## config.mk

```make
export PLATFORM = sky130hd
export DESIGN_NAME = user_mgr_arb
export DESIGN_NICKNAME = d
export VERILOG_FILES = /design/src/rtl/user_mgr_arb.sv
export SDC_FILE = /design/constraint.sdc
export NUM_CORES = 1
export LEC_CHECK = 0
export BUFFER_PORTS_ARGS = -buffer_cell sky130_fd_sc_hd__buf_2
export CAP_MARGIN = 20
export CORE_AREA = 2 2 126 128
export DETAILED_ROUTE_END_ITERATION = 7
export DIE_AREA = 0 0 128 130
export HOLD_SLACK_MARGIN = 0.15
export SLEW_MARGIN = 20
export SYNTH_ARGS = -nofsm -noshare
export SYNTH_HDL_FRONTEND = slang
export SYNTH_SLANG_ARGS = --single-unit
```

## constraint.sdc

```tcl
create_clock -name clk_i -period 2.4 [get_ports clk_i]
set_clock_uncertainty 0.2 [all_clocks]
set_input_delay 0.36 -clock clk_i [delete_from_list [all_inputs] [get_ports clk_i]]
set_output_delay 0.36 -clock clk_i [all_outputs]
set_load 0.02 [all_outputs]
```

## src/rtl/user_mgr_arb.sv

```systemverilog
// Round-robin OBI manager arbiter with request locking and in-order response
// routing through an ID FIFO of granted port indices.
package user_mgr_arb_pkg;
    typedef struct packed {
        logic [31:0] addr;
        logic        we;
        logic [3:0]  be;
        logic [31:0] wdata;
        logic [0:0]  aid;
    } mgr_obi_a_t;

    typedef struct packed {
        logic       req;
        mgr_obi_a_t a;
    } mgr_obi_req_t;

    typedef struct packed {
        logic [31:0] rdata;
        logic        err;
        logic [0:0]  rid;
    } mgr_obi_r_t;

    typedef struct packed {
        logic       gnt;
        logic       rvalid;
        mgr_obi_r_t r;
    } mgr_obi_rsp_t;
endpackage

module user_mgr_arb
    import user_mgr_arb_pkg::*;
#(
    parameter int unsigned NumMgr      = 2,
    parameter int unsigned NumMaxTrans = 2,
    parameter type         obi_req_t   = mgr_obi_req_t,
    parameter type         obi_rsp_t   = mgr_obi_rsp_t
) (
    input  logic                  clk_i,
    input  logic                  rst_ni,
    input  obi_req_t [NumMgr-1:0] sbr_req_i,
    output obi_rsp_t [NumMgr-1:0] sbr_rsp_o,
    output obi_req_t              mgr_req_o,
    input  obi_rsp_t              mgr_rsp_i
);

    localparam int unsigned IdxW = (NumMgr > 1) ? $clog2(NumMgr) : 1;
    localparam int unsigned PtrW = (NumMaxTrans > 1) ? $clog2(NumMaxTrans) : 1;
    localparam int unsigned CntW = $clog2(NumMaxTrans + 1);

    if (NumMgr < 2) begin : g_bad_num_mgr
        $error("user_mgr_arb: NumMgr must be at least 2");
    end
    if (NumMaxTrans < 1) begin : g_bad_max_trans
        $error("user_mgr_arb: NumMaxTrans must be at least 1");
    end

    logic [IdxW-1:0] fifo_q [NumMaxTrans];
    logic [PtrW-1:0] wptr_q, wptr_d;
    logic [PtrW-1:0] rptr_q, rptr_d;
    logic [CntW-1:0] cnt_q, cnt_d;
    logic [IdxW-1:0] rr_q, rr_d;
    logic [IdxW-1:0] lock_idx_q, lock_idx_d;
    logic            lock_q, lock_d;

    logic [IdxW-1:0] sel;
    logic [IdxW-1:0] cand;
    logic [IdxW-1:0] head;
    logic            any_req;
    logic            full;
    logic            empty;
    logic            req_out;
    logic            hs;
    logic            pop;

    function automatic logic [PtrW-1:0] ptr_inc(input logic [PtrW-1:0] p);
        return (p == PtrW'(NumMaxTrans - 1)) ? '0 : p + 1'b1;
    endfunction

    function automatic logic [IdxW-1:0] idx_inc(input logic [IdxW-1:0] i);
        return (i == IdxW'(NumMgr - 1)) ? '0 : i + 1'b1;
    endfunction

    // A locked index bypasses the round-robin search until its handshake.
    always_comb begin
        sel     = rr_q;
        cand    = rr_q;
        any_req = 1'b0;
        if (lock_q) begin
            sel     = lock_idx_q;
            any_req = sbr_req_i[lock_idx_q].req;
        end else begin
            for (int off = int'(NumMgr) - 1; off >= 0; off--) begin
                cand = IdxW'((int'(rr_q) + off) % int'(NumMgr));
                if (sbr_req_i[cand].req) begin
                    sel     = cand;
                    any_req = 1'b1;
                end
            end
        end
    end

    assign full    = (cnt_q == CntW'(NumMaxTrans));
    assign empty   = (cnt_q == '0);
    assign req_out = any_req && !full && rst_ni;
    assign hs      = req_out && mgr_rsp_i.gnt;
    assign pop     = mgr_rsp_i.rvalid && !empty;
    assign head    = fifo_q[rptr_q];

    always_comb begin
        mgr_req_o = '0;
        if (req_out) begin
            mgr_req_o.a   = sbr_req_i[sel].a;
            mgr_req_o.req = 1'b1;
        end
    end

    always_comb begin
        sbr_rsp_o = '0;
        sbr_rsp_o[sel].gnt = hs;
        if (pop) begin
            sbr_rsp_o[head].rvalid = 1'b1;
            sbr_rsp_o[head].r      = mgr_rsp_i.r;
        end
    end

    always_comb begin
        wptr_d     = wptr_q;
        rptr_d     = rptr_q;
        cnt_d      = cnt_q;
        rr_d       = rr_q;
        lock_d     = lock_q;
        lock_idx_d = lock_idx_q;
        if (hs) begin
            wptr_d = ptr_inc(wptr_q);
            rr_d   = idx_inc(sel);
            lock_d = 1'b0;
        end else if (req_out) begin
            lock_d     = 1'b1;
            lock_idx_d = sel;
        end
        if (pop) begin
            rptr_d = ptr_inc(rptr_q);
        end
        // Simultaneous push and pop leaves the outstanding count unchanged.
        case ({hs, pop})
            2'b10:   cnt_d = cnt_q + 1'b1;
            2'b01:   cnt_d = cnt_q - 1'b1;
            default: cnt_d = cnt_q;
        endcase
    end

    always_ff @(posedge clk_i or negedge rst_ni) begin
        if (!rst_ni) begin
            for (int i = 0; i < int'(NumMaxTrans); i++) begin
                fifo_q[i] <= '0;
            end
            wptr_q     <= '0;
            rptr_q     <= '0;
            cnt_q      <= '0;
            rr_q       <= '0;
            lock_q     <= 1'b0;
            lock_idx_q <= '0;
        end else begin
            if (hs) begin
                fifo_q[wptr_q] <= sel;
            end
            wptr_q     <= wptr_d;
            rptr_q     <= rptr_d;
            cnt_q      <= cnt_d;
            rr_q       <= rr_d;
            lock_q     <= lock_d;
            lock_idx_q <= lock_idx_d;
        end
    end

    // A response with nothing outstanding cannot be routed and is dropped.
    rvalid_has_owner: assert property (
        @(posedge clk_i) disable iff (!rst_ni) mgr_rsp_i.rvalid |-> !empty);

    held_request_stable: assert property (
        @(posedge clk_i) disable iff (!rst_ni)
        (req_out && !mgr_rsp_i.gnt) |=> (mgr_req_o.req && $stable(mgr_req_o.a)));

endmodule
```

==> impl_metrics.yaml, run 1 <==
outcome:
  status: "finished, final reports clean"
clock_network:
  root_buffer: "clkbuf_16"
  clk_latency_ps: 230
  h-tree-depth: 1
  clk_path_buf_depth: 2
  cts_tree: "yes"
  numCtsBuffers: 3
  cts.sinks: 9
  cts.clk_slew.worst_paths_ps: 40
global_routing:
  grt_pass1_wl_mm: 15.9
  antenna_found_initial: 0
  grt_pass1_vias: 3206
  grt_max_degree: 72
  track_usage: 0.117
  grt.overflow.total: 0
sta:
  timing.final.crit_share: 0.973
  grt_setup_unrepaired: "true"
  setup_viol: 0
  slew_violations: 0
  hold_violations: 0
  timing.hold.ws_ps: 166
  period_minus_slack_ps: 2340
  max-slew-margin-rel: 0.771
  fmax_mhz: 428
  worstMarginPinSlew_ps: 341
yosys:
  ys_seq_area_frac: 0.0955
  synthFlopType: "dfrtp_1"
  yosysWarningCount: 0
  synth_area_sq_mm: 0.00236
  syn-num-nets: 554
  synth_edf_count: 0
  yosysUniqueCellTypes: 32
  netlist_top_cells_count: "nand3_1, o21ai_0, and2_1"
  synth.avg_cell_area_sq_um: 6.32
  synth-seq-cells: 9
  syn_inst: 373
  yosysTopAreaCell: "and2_1"
  ys_top_cells_by_area: "and2_1, nand3_1, o21ai_0"
  ys_async_sr_fraction: 1.00
  synth_top_area_share: 0.183
worst_setup_path:
  cp.arrival_ps: 1780
  max_stage_delay_ps: 390
  cp-end-kind: "output pin"
  cp_top_family: "simple AND/OR/NAND/NOR gates"
  path_cells: "nand2_2 -> o221ai_4 -> or2_4 -> clkbuf_16 -> a21oi_1 -> buf_4"
  crit_path_max_fanout: 23
  cp_slowest_cell: "dfrtp_1"
  crit_cells: 6
  r2r-start: "lock_idx_q$_DFFE_PN0P_"
  r2r_slack_ps: 470
  worst-endpoint-required_ps: 1840
  r2r-end: "cnt_q[1]$_DFFE_PN0P_"
  worst_setup_path_start_kind: "flop"
  critPathBufInv: 2
  worst-r2r-cell-count: 8
  critPathLaunch: "lock_idx_q$_DFFE_PN0P_"
  crit_type: "flop to output pin"
power_and_ir_drop:
  p_leak_nw: 2.41
  pwr_density_cell_mw_per_mm2: 984
  ir_drop_uv: 341
  total_power_mw: 4.39
route:
  drt_iter0_drc: 144
  routed_wirelength_mm: 12.0
  wl_per_cell_um: 13.9
  drc: 0
  vias_per_cell: 4.52
  drtPass1Iterations: 4
  postRouteAntennaNets: 0
  vias: 3912
placed_design:
  portBuffers: 322
  placed_cell_area_sq_mm: 0.00419
  dp_hpwl_mm: 8.56
  dp_cells: 856
  gp_congestion: 0.766
min_path:
  hold_start: "mgr_rsp_i[35]"
  hp-class: "input pin to flop"
  hold_path_depth: 2
  min_to: "lock_idx_q$_DFFE_PN0P_"
floorplan:
  core_sq_mm: 0.0154
  die_w_um: 128
  rows: 46
  io_pins: 323
  start_util: 0.153
  die-area_sq_mm: 0.0166
  die_h_um: 130
cells_and_area:
  area_delta_synth_final_pct: 89.4
  nets: 855
  final_area_sq_mm: 0.00446
  layout-drive-gt1-share: 0.590
  antennaDiodeCount: 0
  fillers: 1706
  instances_no_fill: 865
  multi_input_area_sq_mm: 0.00194
  seq_area_sq_um: 225
  postLayoutCoreUtil: 0.289
job:
  cap_violations: 0
[where the power goes]
group          internal, mW  switching, mW  leakage, nW  total [mW]
logic                  1.41           2.39         2.26        3.80
clock network         0.222         0.0733       0.0382       0.295
registers             0.228         0.0704        0.107       0.298
[placed cells by master, fill, tap and decap left out, drive strengths merged, types with 2 or more instances in the layout]
master	count
mux2	2
and2	69
clkbuf	6
inv	6
o21ai	71
nor3	3
a21oi	72
dfrtp	9
xnor2	4
nand2b	2
nand2	3
nand3	70
nor2	3
buf	338
o31ai	4
[layer usage]
| layer | up-vias | GRT usage | wire length (um) |
|---|---|---|---|
| met5 | - | 0 | 0 |
| met4 | 0 | 0.0142 | 53 |
| met3 | 7 | 0.0131 | 914 |
| met2 | 230 | 0.229 | 6100 |
| met1 | 1758 | 0.140 | 4940 |
| li1 | 1917 | - | - |
[timing repair]
item / 4_1_cts / 5_1_grt
setup endpoints to repair: 2 / 69
buffers inserted: 0 / 2
gates cloned: 0 / 2
hold buffers: 1 / 0
resized for setup: 1 / 34
pin swaps: 1 / 1
endpoints found under the hold margin: 9 / 0
[cell type report]
class,instances,area share
Timing Repair Buffer,341,0.438
Clock buffer,4,0.0177
Multi-Input combinational cell,313,0.435
Tap cell,192,0.0538
Inverter,6,0.00504
Sequential cell,9,0.0504
[stage by stage]
stage	setup WS, ps	TNS, ps
after CTS	5.27	0
final	64.6	0
after global placement	77.8	0
after global routing	-25.5	-156
after floorplan	189	0
after detailed placement	70.3	0
[flip-flops by register name (all words and copies together), names as in the netlist]
signal / count
wptr_q: 1
rr_q: 1
lock_idx_q: 1
lock_q: 1
cnt_q: 2
fifo_q: 2
rptr_q: 1
[cell families (layout without fill, tap and decap cells)]
logic type	Yosys count	count (layout)	synth area share
AOI/OAI and AO/OA	150	150	0.399
xor gates and xnor gates	5	5	0.0186
buffers and inverters	51	351	0.103
and+or+nand+nor	154	154	0.365
muxes	3	3	0.0138
DFF	9	9	0.0955
adders and majority gates	1	1	0.00531
[worst max path at each step]
stage                               end  slack [ps]
after floorplan           sbr_rsp_o[35]         190
after global placement    mgr_req_o[37]          80
after detailed placement  mgr_req_o[43]          70
after CTS                 mgr_req_o[19]           5
after global routing      mgr_req_o[13]         -30
final                     mgr_req_o[24]          60
(Power assumes the default switching activity.)
==> inputs of run 2 (changes only) <==
Settings changed: ABC_AREA set to 1, CORE_AREA 2 2 126 128 to 2 2 124 126, DIE_AREA 0 0 128 130 to 0 0 126 128.
==> impl_metrics.yaml, run 2 <==
outcome:
  status: "finished, final reports clean"
sta:
  slew_violations: 0
  period_minus_slack_ps: 2300
  setup_viol: 0
  setup_tns_ps: 0
  grt_setup_unrepaired: "false"
  max-slew-margin-rel: 0.633
  hold_violations: 0
  timing.final.crit_share: 0.958
  fmax_mhz: 435
  worstMarginPinSlew_ps: 550
global_routing:
  grt_pass1_vias: 3393
  grt_pass1_wl_mm: 16.2
  antenna_found_initial: 0
  grt.overflow.total: 0
  track_usage: 0.118
  grt_max_degree: 58
yosys:
  ys_seq_area_frac: 0.0934
  synth_top_area_share: 0.335
  syn-num-nets: 662
  yosysWarningCount: 0
  synthFlopType: "dfrtp_1"
  synth_edf_count: 0
  netlist_top_cells_count: "nor2_1, nand2_1, nand3b_1"
  yosysUniqueCellTypes: 23
  ys_top_cells_by_area: "nor2_1, nand3b_1, nand2_1"
  synth.avg_cell_area_sq_um: 5.02
  synth_area_sq_mm: 0.00241
  yosysMostFrequentCell: "nor2_1"
  syn_inst: 481
  ys_async_sr_fraction: 1.00
  yosysTopAreaCell: "nor2_1"
  synth-seq-cells: 9
worst_setup_path:
  cp_slowest_cell: "dfrtp_2"
  cp_top_family: "buffers and inverters"
  cp-end-kind: "output pin"
  crit_type: "flop to output pin"
  critPathLaunch: "lock_q$_DFFE_PN0P_"
  r2r-start: "lock_q$_DFFE_PN0P_"
  max_stage_delay_ps: 430
  cp.arrival_ps: 1740
  worst-r2r-cell-count: 8
  crit_cells: 8
  worst-endpoint-required_ps: 1840
  path_cells: "a21oi_1 -> nand2_2 -> buf_12 -> buf_4 -> nand3b_1 -> nand2_1 -> nor2_1 -> buf_2"
  worst_setup_path_start_kind: "flop"
  crit_path_max_fanout: 46
  critPathBufInv: 3
power_and_ir_drop:
  p_leak_nw: 2.88
  pwr_density_cell_mw_per_mm2: 968
  ir_drop_uv: 458
clock_network:
  postCtsSetupBuffers: 0
  cts.sinks: 9
  clk_latency_ps: 230
  numCtsBuffers: 3
  cts_tree: "yes"
  clk_path_buf_depth: 2
  root_buffer: "clkbuf_16"
  cts.clk_slew.worst_paths_ps: 40
  h-tree-depth: 1
cells_and_area:
  final_common_cell: "buf_2"
  instances_no_fill: 975
  layout-drive-gt1-share: 0.445
  top_regs: "cnt_q (2), fifo_q (2)"
  fillers: 1719
  area_delta_synth_final_pct: 81.5
  multi_input_area_sq_mm: 0.00181
  seq_area_sq_um: 226
  antennaDiodeCount: 0
  nets: 969
  final_area_sq_mm: 0.00438
  final_cell_mix: "buf_2, nor2_1, nand2_1"
floorplan:
  io_pins: 323
  die_h_um: 128
  start_util: 0.162
  die-area_sq_mm: 0.0161
  die_w_um: 126
  rows: 45
  core_sq_mm: 0.0149
placed_design:
  gp_congestion: 0.803
  dp_cells: 968
  placed_cell_area_sq_mm: 0.00421
  dp_hpwl_mm: 8.71
  portBuffers: 322
route:
  vias_per_cell: 3.95
  wl_met3_um: 656
  drt_iter0_drc: 136
  postRouteAntennaNets: 0
  vias: 3853
  wl_per_cell_um: 11.6
  route.top_layer_used: "met4"
  routed_wirelength_mm: 11.3
  m1WireLength_mm: 4.91
  wl_met2_mm: 5.67
  drtPass1Iterations: 4
  drc: 0
min_path:
  hp-class: "input pin to flop"
  hold_path_depth: 4
  hold_start: "mgr_rsp_i[35]"
job:
  cap_violations: 0
## run 2: cell types whose count changed after synthesis, sizes merged, moves of 3 or more
cell	before	now
a21oi	72	2
and2	69	0
buf	15	29
clkbuf	30	6
inv	6	45
nand2	3	90
nand3	70	3
nand3b	0	70
nor2	3	215
nor3	3	0
o21ai	71	4
o31ai	4	0
## run 2: layout make-up
class                   instances  share of cell area
repair buffers                337               0.423
multi-input cells             392               0.413
well taps                     188              0.0537
flip-flops and latches          9              0.0517
inverters                      45              0.0397
clock buffers                   4              0.0180
## run 2: tightest hold or removal path, cell delays in order
cell and delay (ps):
buf_2 120, nor2_1 60, nand2_1 50, o21ai_0 60
## run 2: report_power, final
part,internal [mW],switching (mW)
combinational,1.27,2.38
sequential,0.230,0.0710
clock,0.222,0.0688
## run 2: per-stage QoR
stage	power, mW	hold WS (ps)	setup WS (ps)	util
4_1_cts	4.11	267	72.3	0.289
6_report	4.24	265	100	0.295
3_5_place_dp	3.80	92.9	265	0.283
5_1_grt	4.65	298	6.35	0.295
3_3_place_gp	3.78	99.3	257	0.283
2_1_floorplan	2.71	-136	361	-
## run 2: path summary, 6_finish.rpt
| path | endpoint | slack (ps) |
|---|---|---|
| worst min-delay path | lock_idx_q$_DFFE_PN0P_ | 260 |
| max in group asynchronous | lock_q$_DFFE_PN0P_ | 1460 |
| worst min register to register | fifo_q[0]$_DFFE_PN0P_ | 290 |
| worst max-delay path | mgr_req_o[66] | 100 |
| worst max register to register | cnt_q[1]$_DFFE_PN0P_ | 440 |
| min in group asynchronous | wptr_q$_DFFE_PN0N_ | 400 |
## run 2: cell families (layout without fill, tap and decap cells)
logic type | Yosys count | in the layout | synth area share
buffers and inverters | 80 | 386 | 0.159
flip-flops | 9 | 9 | 0.0934
adder cells (fa/ha/maj) | 1 | 1 | 0.00519
AND/OR/NAND/NOR | 380 | 380 | 0.708
AO/OA/AOI/OAI | 8 | 8 | 0.0233
XOR/XNOR | 3 | 3 | 0.0109
## run 2: timing repair
| action | 4_1_cts | 5_1_grt |
|---|---|---|
| hold buffers | 1 | 0 |
| gates resized for setup | 0 | 10 |
| setup endpoints to repair | 0 | 63 |
| hold endpoints to repair | 9 | 0 |
## run 2: metal layers
metal  vias up  track usage
met4         0       0.0168
met2       139        0.214
met3         9       0.0146
met5         -            0
li1       2070            -
met1      1635        0.153
==> inputs of run 3 (changes only) <==
Settings changed: PLACE_DENSITY set to 0.49.
==> impl_metrics.yaml, run 3 (synthesis gave the netlist of run 2 again) <==
outcome:
  status: "finished, final reports clean"
worst_setup_path:
  worst-endpoint-required_ps: 1840
  r2r_slack_ps: 400
  path_cells: "nand2_2 -> nand2_1 -> nand2_1 -> nand2_2 -> clkinv_4 -> buf_12 -> nand2_1 -> nor2_2 -> buf_4"
  crit_type: "flop to output pin"
  critPathLaunch: "lock_q$_DFFE_PN0P_"
  r2r-start: "lock_q$_DFFE_PN0P_"
  worst_setup_path_start_kind: "flop"
  crit_top_cell: "nand2_1"
  crit_path_max_fanout: 23
  cp.arrival_ps: 1720
  r2r-end: "cnt_q[1]$_DFFE_PN0P_"
  cp_slowest_cell: "dfrtp_1"
  cp-end-kind: "output pin"
  max_stage_delay_ps: 400
  worst-r2r-cell-count: 8
cells_and_area:
  antennaDiodeCount: 0
  fillers: 1750
  final_area_sq_mm: 0.00435
  final_common_cell: "buf_2"
  top_regs: "cnt_q (2), fifo_q (2)"
  nets: 968
  final_cell_mix: "buf_2, nor2_1, nand2_1"
  layout-drive-gt1-share: 0.443
  area_delta_synth_final_pct: 80.2
sta:
  setup_viol: 0
  slew_violations: 0
  worstMarginPinSlew_ps: 323
  fmax_mhz: 439
  hold_violations: 0
  fin_ws_ps: 120
  setup_tns_ps: 0
  period_minus_slack_ps: 2280
  max-slew-margin-rel: 0.785
  timing.final.crit_share: 0.950
  grt_setup_unrepaired: "false"
placed_design:
  gp_congestion: 0.840
  dp_hpwl_mm: 8.98
  placed_cell_area_sq_mm: 0.00422
  place_ws_ps: 186
  portBuffers: 322
power_and_ir_drop:
  ir_drop_uv: 468
  p_leak_nw: 2.87
  pwr_density_cell_mw_per_mm2: 963
route:
  vias_per_cell: 4.03
  drtPass1Iterations: 4
  drt_iter0_drc: 215
  wl_per_cell_um: 11.8
  drc: 0
  routed_wirelength_mm: 11.5
  vias: 3921
  postRouteAntennaNets: 0
global_routing:
  grt_max_degree: 71
  antenna_found_initial: 0
  track_usage: 0.121
  gr-usage-met3: 0.0117
  globalRouteMet2Util: 0.215
  top_usage_layer: "met2"
  grt_pass1_vias: 3333
  grt.overflow.total: 0
  met1_usage: 0.157
  grt_pass1_wl_mm: 16.4
clock_network:
  cts.sinks: 9
  numCtsBuffers: 3
  clk_path_buf_depth: 2
  clk_latency_ps: 230
  cts_tree: "yes"
  root_buffer: "clkbuf_16"
  cts.clk_slew.worst_paths_ps: 40
  h-tree-depth: 1
min_path:
  hold_start: "mgr_rsp_i[35]"
  hold_path_depth: 3
  min_to: "wptr_q$_DFFE_PN0N_"
  hp-class: "input pin to flop"
floorplan:
  die_w_um: 126
  die_h_um: 128
  io_pins: 323
  core_sq_mm: 0.0149
  rows: 45
  die-area_sq_mm: 0.0161
  start_util: 0.162
job:
  cap_violations: 0
run 3: area by class of cell:
| cell class | instances | area [sq um] | share of cell area |
|---|---|---|---|
| Timing Repair Buffer | 336 | 1830 | 0.420 |
| Multi-Input combinational cell | 392 | 1810 | 0.415 |
| Clock buffer | 4 | 78.8 | 0.0181 |
| Inverter | 45 | 176 | 0.0406 |
| Tap cell | 188 | 235 | 0.0541 |
| Sequential cell | 9 | 225 | 0.0518 |
run 3: worst max path at each step:
| stage | end | slack [ps] | cells past startpoint |
|---|---|---|---|
| final | mgr_req_o[53] | 120 | 9 |
| after global placement | mgr_req_o[53] | 210 | 10 |
| after CTS | mgr_req_o[53] | 5 | 9 |
| after detailed placement | mgr_req_o[53] | 190 | 10 |
| after global routing | mgr_req_o[51] | 2 | 9 |
| after floorplan | sbr_rsp_o[0] | 360 | 5 |
run 3: report_power, final:
part / internal, mW / switching [mW]
combinational: 1.24 / 2.36
clock: 0.222 / 0.0687
sequential: 0.228 / 0.0638
run 3: worst max-delay path: cells and delay by family, from the launching register on:
kind	cells	cell delay, ps
buffers and inverters	3	420
AND/OR/NAND/NOR	6	660
flip-flops	1	400
run 3: stage by stage:
stage                util  total power, mW  cells  hold slack, ps
detailed placement  0.284             3.83    967             100
global placement    0.284             3.85    967             100
global route        0.293             4.59    974             303
floorplan               -             2.71    481            -136
finish              0.293             4.19    974             273
CTS                 0.290             4.14    972             266
run 3: what timing repair did:
action / in CTS / in global routing
hold endpoints to repair: 9 / 0
cloned: 0 / 1
resized for setup: 1 / 4
hold buffers: 1 / 0
setup endpoints to repair: 1 / 17
buffers inserted: 0 / 1
run 3: per-layer routing:
layer,vias to the layer above,wire length (um)
li1,2063,-
met1,1692,4880
met2,154,5810
met3,12,678
met4,0,153
met5,-,0
